$ cat src/rtl/uart_pkg.sv
// Shared UART definitions: FSM encodings, default frame geometry and parity mode.
// ST_PARITY exists only when UART_RX_PARITY_EN is defined.
package uart_pkg;

    localparam int UART_CLKS_PER_BIT = 16;
    localparam int UART_DATA_BITS    = 8;

    // 1'b0 selects even parity: the parity bit makes the total count of ones even.
    localparam logic UART_PARITY_ODD = 1'b0;

    // Encodings are fixed so they stay the same with or without the parity build.
    typedef enum logic [2:0] {
        ST_IDLE      = 3'd0,
        ST_START     = 3'd1,
        ST_DATA      = 3'd2,
`ifdef UART_RX_PARITY_EN
        ST_PARITY    = 3'd3,
`endif
        ST_STOP      = 3'd4,
        ST_WAIT_IDLE = 3'd5
    } uart_state_e;

endpackage

$ cat src/rtl/uart_rx_sync.sv
// Two-flop synchronizer for the asynchronous serial line; both flops reset
// to the idle level (1) so leaving reset never looks like a start bit.
module uart_rx_sync (
    input  logic clk_sis,
    input  logic rst,
    input  logic rx,
    output logic rx_s
);

    logic meta;

    always_ff @(posedge clk_sis or negedge rst) begin
        if (!rst) begin
            meta <= 1'b1;
            rx_s <= 1'b1;
        end else begin
            meta <= rx;
            rx_s <= meta;
        end
    end

endmodule

$ cat src/rtl/uart_rx.sv
// UART receiver: start + DATA_BITS (LSB first) [+ even parity] + stop, sampled at bit centres.
// Optional parity bit and parity_err output are enabled by defining UART_RX_PARITY_EN.
module uart_rx
    import uart_pkg::*;
#(
    parameter int CLKS_PER_BIT = UART_CLKS_PER_BIT,
    parameter int DATA_BITS    = UART_DATA_BITS
) (
    input  logic                 clk_sis,
    input  logic                 rst,
    input  logic                 rx,
    output logic [DATA_BITS-1:0] data_out,
    output logic                 data_valid,
    output logic                 frame_err,
`ifdef UART_RX_PARITY_EN
    output logic                 parity_err,
`endif
    output logic                 busy,
    output uart_state_e          state_dbg
);

    localparam int CW = $clog2(CLKS_PER_BIT);
    localparam int BW = $clog2(DATA_BITS + 1);
    localparam logic [CW-1:0] BIT_LAST  = CW'(CLKS_PER_BIT - 1);
    localparam logic [CW-1:0] HALF_LAST = CW'(CLKS_PER_BIT / 2 - 1);
    localparam logic [BW-1:0] DATA_LAST = BW'(DATA_BITS - 1);

    logic                 rx_s;
    uart_state_e          state, state_nx;
    logic [CW-1:0]        cnt, cnt_nx;
    logic [BW-1:0]        bit_cnt, bit_nx;
    logic [DATA_BITS-1:0] shift, shift_nx;
    logic [DATA_BITS-1:0] data_nx;
    logic                 valid_nx, ferr_nx;
`ifdef UART_RX_PARITY_EN
    logic                 par_bad, par_bad_nx;
    logic                 perr_nx;
`endif

    uart_rx_sync u_sync (
        .clk_sis (clk_sis),
        .rst     (rst),
        .rx      (rx),
        .rx_s    (rx_s)
    );

    always_ff @(posedge clk_sis or negedge rst) begin
        if (!rst) begin
            state      <= ST_IDLE;
            cnt        <= '0;
            bit_cnt    <= '0;
            shift      <= '0;
            data_out   <= '0;
            data_valid <= 1'b0;
            frame_err  <= 1'b0;
`ifdef UART_RX_PARITY_EN
            par_bad    <= 1'b0;
            parity_err <= 1'b0;
`endif
        end else begin
            state      <= state_nx;
            cnt        <= cnt_nx;
            bit_cnt    <= bit_nx;
            shift      <= shift_nx;
            data_out   <= data_nx;
            data_valid <= valid_nx;
            frame_err  <= ferr_nx;
`ifdef UART_RX_PARITY_EN
            par_bad    <= par_bad_nx;
            parity_err <= perr_nx;
`endif
        end
    end

    // The baud counter restarts at every transition, so each state times its own interval.
    always_comb begin
        state_nx = state;
        cnt_nx   = cnt;
        bit_nx   = bit_cnt;
        shift_nx = shift;
        data_nx  = data_out;
        valid_nx = 1'b0;
        ferr_nx  = 1'b0;
`ifdef UART_RX_PARITY_EN
        par_bad_nx = par_bad;
        perr_nx    = 1'b0;
`endif
        case (state)
            ST_IDLE: begin
                if (!rx_s) begin
                    state_nx = ST_START;
                    cnt_nx   = '0;
                    bit_nx   = '0;
                end
            end
            ST_START: begin
                if (cnt == HALF_LAST) begin
                    cnt_nx   = '0;
                    bit_nx   = '0;
                    state_nx = rx_s ? ST_IDLE : ST_DATA;
                end else begin
                    cnt_nx = cnt + 1'b1;
                end
            end
            ST_DATA: begin
                if (cnt == BIT_LAST) begin
                    cnt_nx   = '0;
                    shift_nx = {rx_s, shift[DATA_BITS-1:1]};
                    bit_nx   = bit_cnt + 1'b1;
                    if (bit_cnt == DATA_LAST) begin
`ifdef UART_RX_PARITY_EN
                        state_nx = ST_PARITY;
`else
                        state_nx = ST_STOP;
`endif
                    end
                end else begin
                    cnt_nx = cnt + 1'b1;
                end
            end
`ifdef UART_RX_PARITY_EN
            ST_PARITY: begin
                if (cnt == BIT_LAST) begin
                    cnt_nx     = '0;
                    par_bad_nx = (rx_s != ((^shift) ^ UART_PARITY_ODD));
                    state_nx   = ST_STOP;
                end else begin
                    cnt_nx = cnt + 1'b1;
                end
            end
`endif
            ST_STOP: begin
                if (cnt == BIT_LAST) begin
                    cnt_nx = '0;
`ifdef UART_RX_PARITY_EN
                    perr_nx = par_bad;
`endif
                    if (rx_s) begin
                        data_nx  = shift;
                        valid_nx = 1'b1;
                        state_nx = ST_IDLE;
                    end else begin
                        ferr_nx  = 1'b1;
                        state_nx = ST_WAIT_IDLE;
                    end
                end else begin
                    cnt_nx = cnt + 1'b1;
                end
            end
            ST_WAIT_IDLE: begin
                // Line held low (break) must return high before a new start is accepted.
                if (rx_s) begin
                    state_nx = ST_IDLE;
                    cnt_nx   = '0;
                end
            end
            default: begin
                state_nx = ST_IDLE;
                cnt_nx   = '0;
            end
        endcase
    end

    assign busy      = (state != ST_IDLE);
    assign state_dbg = state;

endmodule

$ cat config.mk
export PLATFORM = sky130hd
export DESIGN_NAME = uart_rx
export DESIGN_NICKNAME = d
export VERILOG_FILES = /design/src/rtl/uart_pkg.sv /design/src/rtl/uart_rx_sync.sv /design/src/rtl/uart_rx.sv
export SDC_FILE = /design/constraint.sdc
export NUM_CORES = 1
export LEC_CHECK = 0
export ABC_AREA = 1
export ABC_CLOCK_PERIOD_IN_PS = 1500
export CORE_MARGIN = 8
export CORE_UTILIZATION = 40
export CTS_BUF_LIST = sky130_fd_sc_hd__clkbuf_8 sky130_fd_sc_hd__clkbuf_16
export DETAILED_ROUTE_END_ITERATION = 7
export MAX_ROUTING_LAYER = met4
export PLACE_DENSITY_LB_ADDON = 0.2
export SYNTH_ARGS = -nofsm -noshare
export SYNTH_HDL_FRONTEND = slang
export SYNTH_SLANG_ARGS = --single-unit
$ cat constraint.sdc
create_clock -name clk_sis -period 1.5 [get_ports clk_sis]
set_input_delay 0.3 -clock clk_sis [delete_from_list [all_inputs] [get_ports clk_sis]]
set_output_delay 0.3 -clock clk_sis [all_outputs]
set_load 0.02 [all_outputs]
; Yosys cells after proc, flatten, opt, wreduce, memory -nomap -nowiden
; Index checks and enable logic that the tools add are counted.
[classes]
addsub = 2
eq_ne = 13
muxes = 23
reduce_logical = 9
[ops]
columns = cell, count
row1 = 2-to-1 mux 4 bit, 6
row2 = 2-to-1 mux 3 bit, 7
row3 = case mux 4 bit (4 select lines), 1
row4 = case mux 3 bit (5 select lines), 1
row5 = case mux 4 bit (3 select lines), 1
row6 = "!= test 2 bit, second input constant", 5
row7 = "adder 4 x 1 -> 4 bit, second input constant", 2
row8 = "equality test 4 x 3 -> 1 bit, second input constant", 2
row9 = "equality test 3 bit, second input constant", 2
row10 = 2-to-1 mux 1 bit, 6
row11 = AND reduction 6 bit, 1
row12 = nonzero test 3 bit, 2
row13 = "equality test 4 bit, second input constant", 1
row14 = AND reduction 2 bit, 2
row15 = AND reduction 4 bit, 1
row16 = "equality test 3 x 1 -> 1 bit, second input constant", 1
row17 = "equality test 3 x 2 -> 1 bit, second input constant", 1
row18 = zero test 3 bit, 1
row19 = AND reduction 3 bit, 1
row20 = 2-to-1 mux 2 bit, 1
row21 = "!= test 2 x 1 -> 1 bit, second input constant", 1
row22 = OR reduction 2 bit, 1
[word_totals]
reg_bits = 31
input_bits = 3
output_inout_bits = 14
wordCells = 56

; Logic depth before layout (Yosys ltp)
; Gate-level depths: netlist of the first run.
[logic_depth]
word_depth = 4
mapped_depth = 8

; By module
; From an unflattened synthesis of the first run, not the netlist that was laid out.
[unflattened]
hier_cells = 162
area_unflattened_um2 = 1511.4
[by_module_without_submodules]
columns = mod, n_inst, cells_each, area_per_inst_um2
row1 = uart_rx, 1, 160, 1458.9
row2 = uart_rx_sync, 1, 2, 52.6

; Worst setup path before layout of the first run
; No wires, ideal clock.
[synth_timing]
kind = reg2reg
start = reg state[2], in the netlist state_dbg[2]
end = reg state[0], in the netlist state_dbg[0]
setup_ns = 0.118
arrival_ns = 1.243
t_required_ns = 1.382
setup_slack_ns = 0.139
stages_incl_launch_ff = 8
n_path_buf = 0
path_cell_list = dfrtp_1 inv_2 nand2_1 nand2_1 nand2_1 nand3_1 nand2_1 nand2_1
[synth_via]
elab_chain_cells = 3
word_cells_on_any_way = 13
cone_classes = eq/ne (10) / mux (1) / reduce/logical (2)
[synth_rtl]
columns = item, line_no
row1 = start: declaration, uart_rx.sv:29  ; uart_state_e state, state_nx;
row2 = start signal: assignment, uart_rx.sv:61  ; state <= state_nx;
row3 = equality test 3 bit (tied with other cells), uart_rx.sv:88  ; case (state)
row4 = != test 2 x 1 -> 1 bit (no line) / != test 2 bit (equally long branches), n/a
row5 = AND reduction 6 bit (no line), n/a
; Several ways; a longest one is shown, not always the timed one.
; A chain may end at the register's enable or synchronous reset.

; Worst setup path in the final report of the first run
[layout_timing]
start = reg state[1], in the netlist state_dbg[1]
end = out state_dbg[1]
[layout_lines]
columns = item, line_no
row1 = end: declaration, uart_rx.sv:19  ; output uart_state_e state_dbg
; No word-level cell between the ends.

==> reports/summary.txt, run 1 <==
Status: finished, final reports clean
Critical Path RT: 1.20 ns
Grt ovf: 0
Largest net degree at the start of global routing: 32
CTS tree: yes
Worst-Margin Slew: 0.2250 ns
GR Util met3: 3.846%
Htree depth: 2
WL final: 3127 µm
Post-DR vias/cell: 4.861
Initial antenna violation count: 0
Global route hottest layer: met2
Initial DRC count: 65
Non-filler cells, final: 251
Max-slew violations: 0
Worst-path clk slew: 0.06 ns
Initial core utilization: 40.98%
Hold WS: 0.3568 ns
Area grow syn2layout: 28.91%
Die area: 5931 µm²
Final nets: 207
Clock Tree Buf Depth: 2
Core Box Area: 3633 µm²
Slew margin rel.: 85.00%
Tmin final: 1.442 ns
Fin Setup TNS: 0 ns
Die Span Y: 77.01 µm
Seq/Total Area, Yosys: 52.27%
Max IR drop VDD: 0.8387 mV
DRT Pass-1 Iters: 4
Antenna Nets Post-Route: 0
Via count: 1220
Vias in the first global route: 1187
Top Ports: 17
Fmax: 693.4 MHz
Crit end category: output pin
Syn avg cell area: 8.863 µm²
Lkg Pwr: 0.9664 nW
Final Cycle Share: 96.15%
CP arrival: 1.14 ns
Max_cap viols: 0
Layout cells sized above 1: 24.63%
Synth Register Bits: 31
CTS buffer count: 5
Wire per inst: 12.46 µm
Root Driver: clkbuf_8
Type of the worst min-delay path: reg2reg
M1 GR Usage: 13.52%
Top fanout value on the critical path: 4
Die Wd: 77.01 µm
Antenna Cells: 0
Final Hold Fails: 0
Hold buffer count at CTS: 0
R2r setup slk: 0.11 ns
Clk_lat worst skew: 0.28 ns
# setup viols final: 0
Filler Cell Count: 346
Synth Instances: 168
IO Port Bufs: 16
GP Congestion: 0.8262
Synth Warn #: 0
Residual DRC: 0
Total GRT Usage: 11.29%
Unrepaired setup endpoints after global routing: no
CTS sink cnt: 31
DP HPWL: 2137 µm
Startpoint types: flip-flop
Global-route wire length before repair: 5264 µm
Syn Std Cell Area: 1489 µm²
Pwr Density: 1368 nW/µm²
Clock skew: 0.007455 ns
Core Rows: 22
Kind of critical path: reg2out
Syn_nets: 173
Netlist cell types: 24
Met2 Use GR: 17.08%
Inst Count DP: 238
[flip-flops by register name, indices dropped and copies added, names as in the netlist]
register and flops:
data_valid 1, cnt 4, frame_err 1, bit_cnt 4, u_sync.meta 1, shift 8
data_out 8, state_dbg 3, u_sync.rx_s 1
[what timing repair did]
item,CTS,global route
gates cloned,0,1
gates resized for setup,15,5
hold endpoints to repair,0,0
endpoints found under the setup margin,14,14
pin swaps,0,3
setup buffers,0,4
[where the power goes]
part	switching, W	leakage [nW]	internal (W)
clock network	0.000314	0.0505	0.000417
logic	0.000586	0.494	0.000364
registers	0.0000503	0.422	0.000896
total	0.000950	0.966	0.00168
[synthesized netlist by cell type, drive strengths merged]
cell,count,share of area (%)
a21oi,6,2.3
buf,2,1.5
dfrtp,29,49
dfstp,2,3.5
ha,2,1.7
inv,19,4.8
nand2,55,15
nand3,13,6.4
nand4,2,0.84
nor2,16,5.0
nor3b,1,0.50
o21ai,17,7.7
o21bai,1,0.50
o22ai,1,0.42
xor2,2,1.2
[routing by layer]
layer	vias to the layer above	share of wire, %
li1	604	-
met1	584	47
met2	26	47
met3	6	4.5
met4	0	1.6
met5	-	0
[through the flow]
stage	utilization [%]	power, W	area (µm²)	setup slack (ns)
final	52.82	0.002626	1919	0.05777
after detailed placement	48.76	0.001916	1772	0.03232
after global routing	52.82	0.002820	1919	0.004477
after global placement	48.76	0.001905	1772	0.09489
after floorplan	-	0.001548	1489	0.1389
after CTS	51.17	0.002629	1859	0.01554
[final cells by class]
type	instances	area, µm²	area share [%]
repair buffers	28	254.0	13.23
well taps	48	60.06	3.129
inverters	19	71.32	3.716
clock inverters	1	7.507	0.3911
flip-flops and latches	31	778.2	40.55
clock buffers	7	96.34	5.020
multi-input cells	117	651.9	33.96
[cell usage in the layout (no fill, tap or decap), types with 3 or more instances in the layout]
| cell type | n |
|---|---|
| nand2_1 | 49 |
| dfrtp_1 | 29 |
| inv_1 | 16 |
| dlygate4sd2_1 | 13 |
| nor2_1 | 12 |
| nand3_1 | 10 |
| buf_4 | 10 |
| o21ai_2 | 8 |
| o21ai_1 | 8 |
| clkbuf_8 | 7 |
| nand2_2 | 6 |
| a21oi_1 | 5 |
| inv_2 | 3 |
| nand3_4 | 3 |
[worst paths after layout]
| kind | startpoint | endpoint | cells after the start |
|---|---|---|---|
| min in group asynchronous | rst | bit_cnt[2] | 2 |
| min reg2reg | u_sync.meta | u_sync.rx_s | 0 |
| max in group asynchronous | rst | u_sync.meta | 2 |
| max | state_dbg[1] | state_dbg[1] | 2 |
| min | u_sync.meta | u_sync.rx_s | 0 |
| max reg2reg | u_sync.rx_s | state_dbg[0] | 6 |
[logic make-up after synthesis]
family,Yosys count,synth area share [%]
DFF,31,52.27
buffers and inverters,21,6.303
and+or+nand+nor,87,27.65
adders and majority gates,2,1.680
xor gates and xnor gates,2,1.177
AOI/OAI and AO/OA,25,10.92
[critical path, cell delays in order (launching register included)]
cell           delay (ns)
dfrtp_1              0.39
buf_4                0.16
dlygate4sd2_1        0.31
No activity file was read; power rests on OpenSTA's default activity.
==> run 2, diff against run 1 <==
--- a/config.mk
+++ b/config.mk
@@ -7,6 +7,7 @@
 export LEC_CHECK = 0
 export ABC_AREA = 1
 export ABC_CLOCK_PERIOD_IN_PS = 1500
+export CAP_MARGIN = 10
 export CORE_MARGIN = 8
 export CORE_UTILIZATION = 40
 export CTS_BUF_LIST = sky130_fd_sc_hd__clkbuf_8 sky130_fd_sc_hd__clkbuf_16
==> results of run 2 <==
Same layout as run 1: the final DEF is identical, and so are final timing and power.
==> run 3, diff against run 2 <==
--- a/config.mk
+++ b/config.mk
@@ -6,7 +6,6 @@
 export NUM_CORES = 1
 export LEC_CHECK = 0
 export ABC_AREA = 1
-export ABC_CLOCK_PERIOD_IN_PS = 1500
 export CAP_MARGIN = 10
 export CORE_MARGIN = 8
 export CORE_UTILIZATION = 40
==> results of run 3 <==
Same layout as run 1: the final DEF is identical, and so are final timing and power.
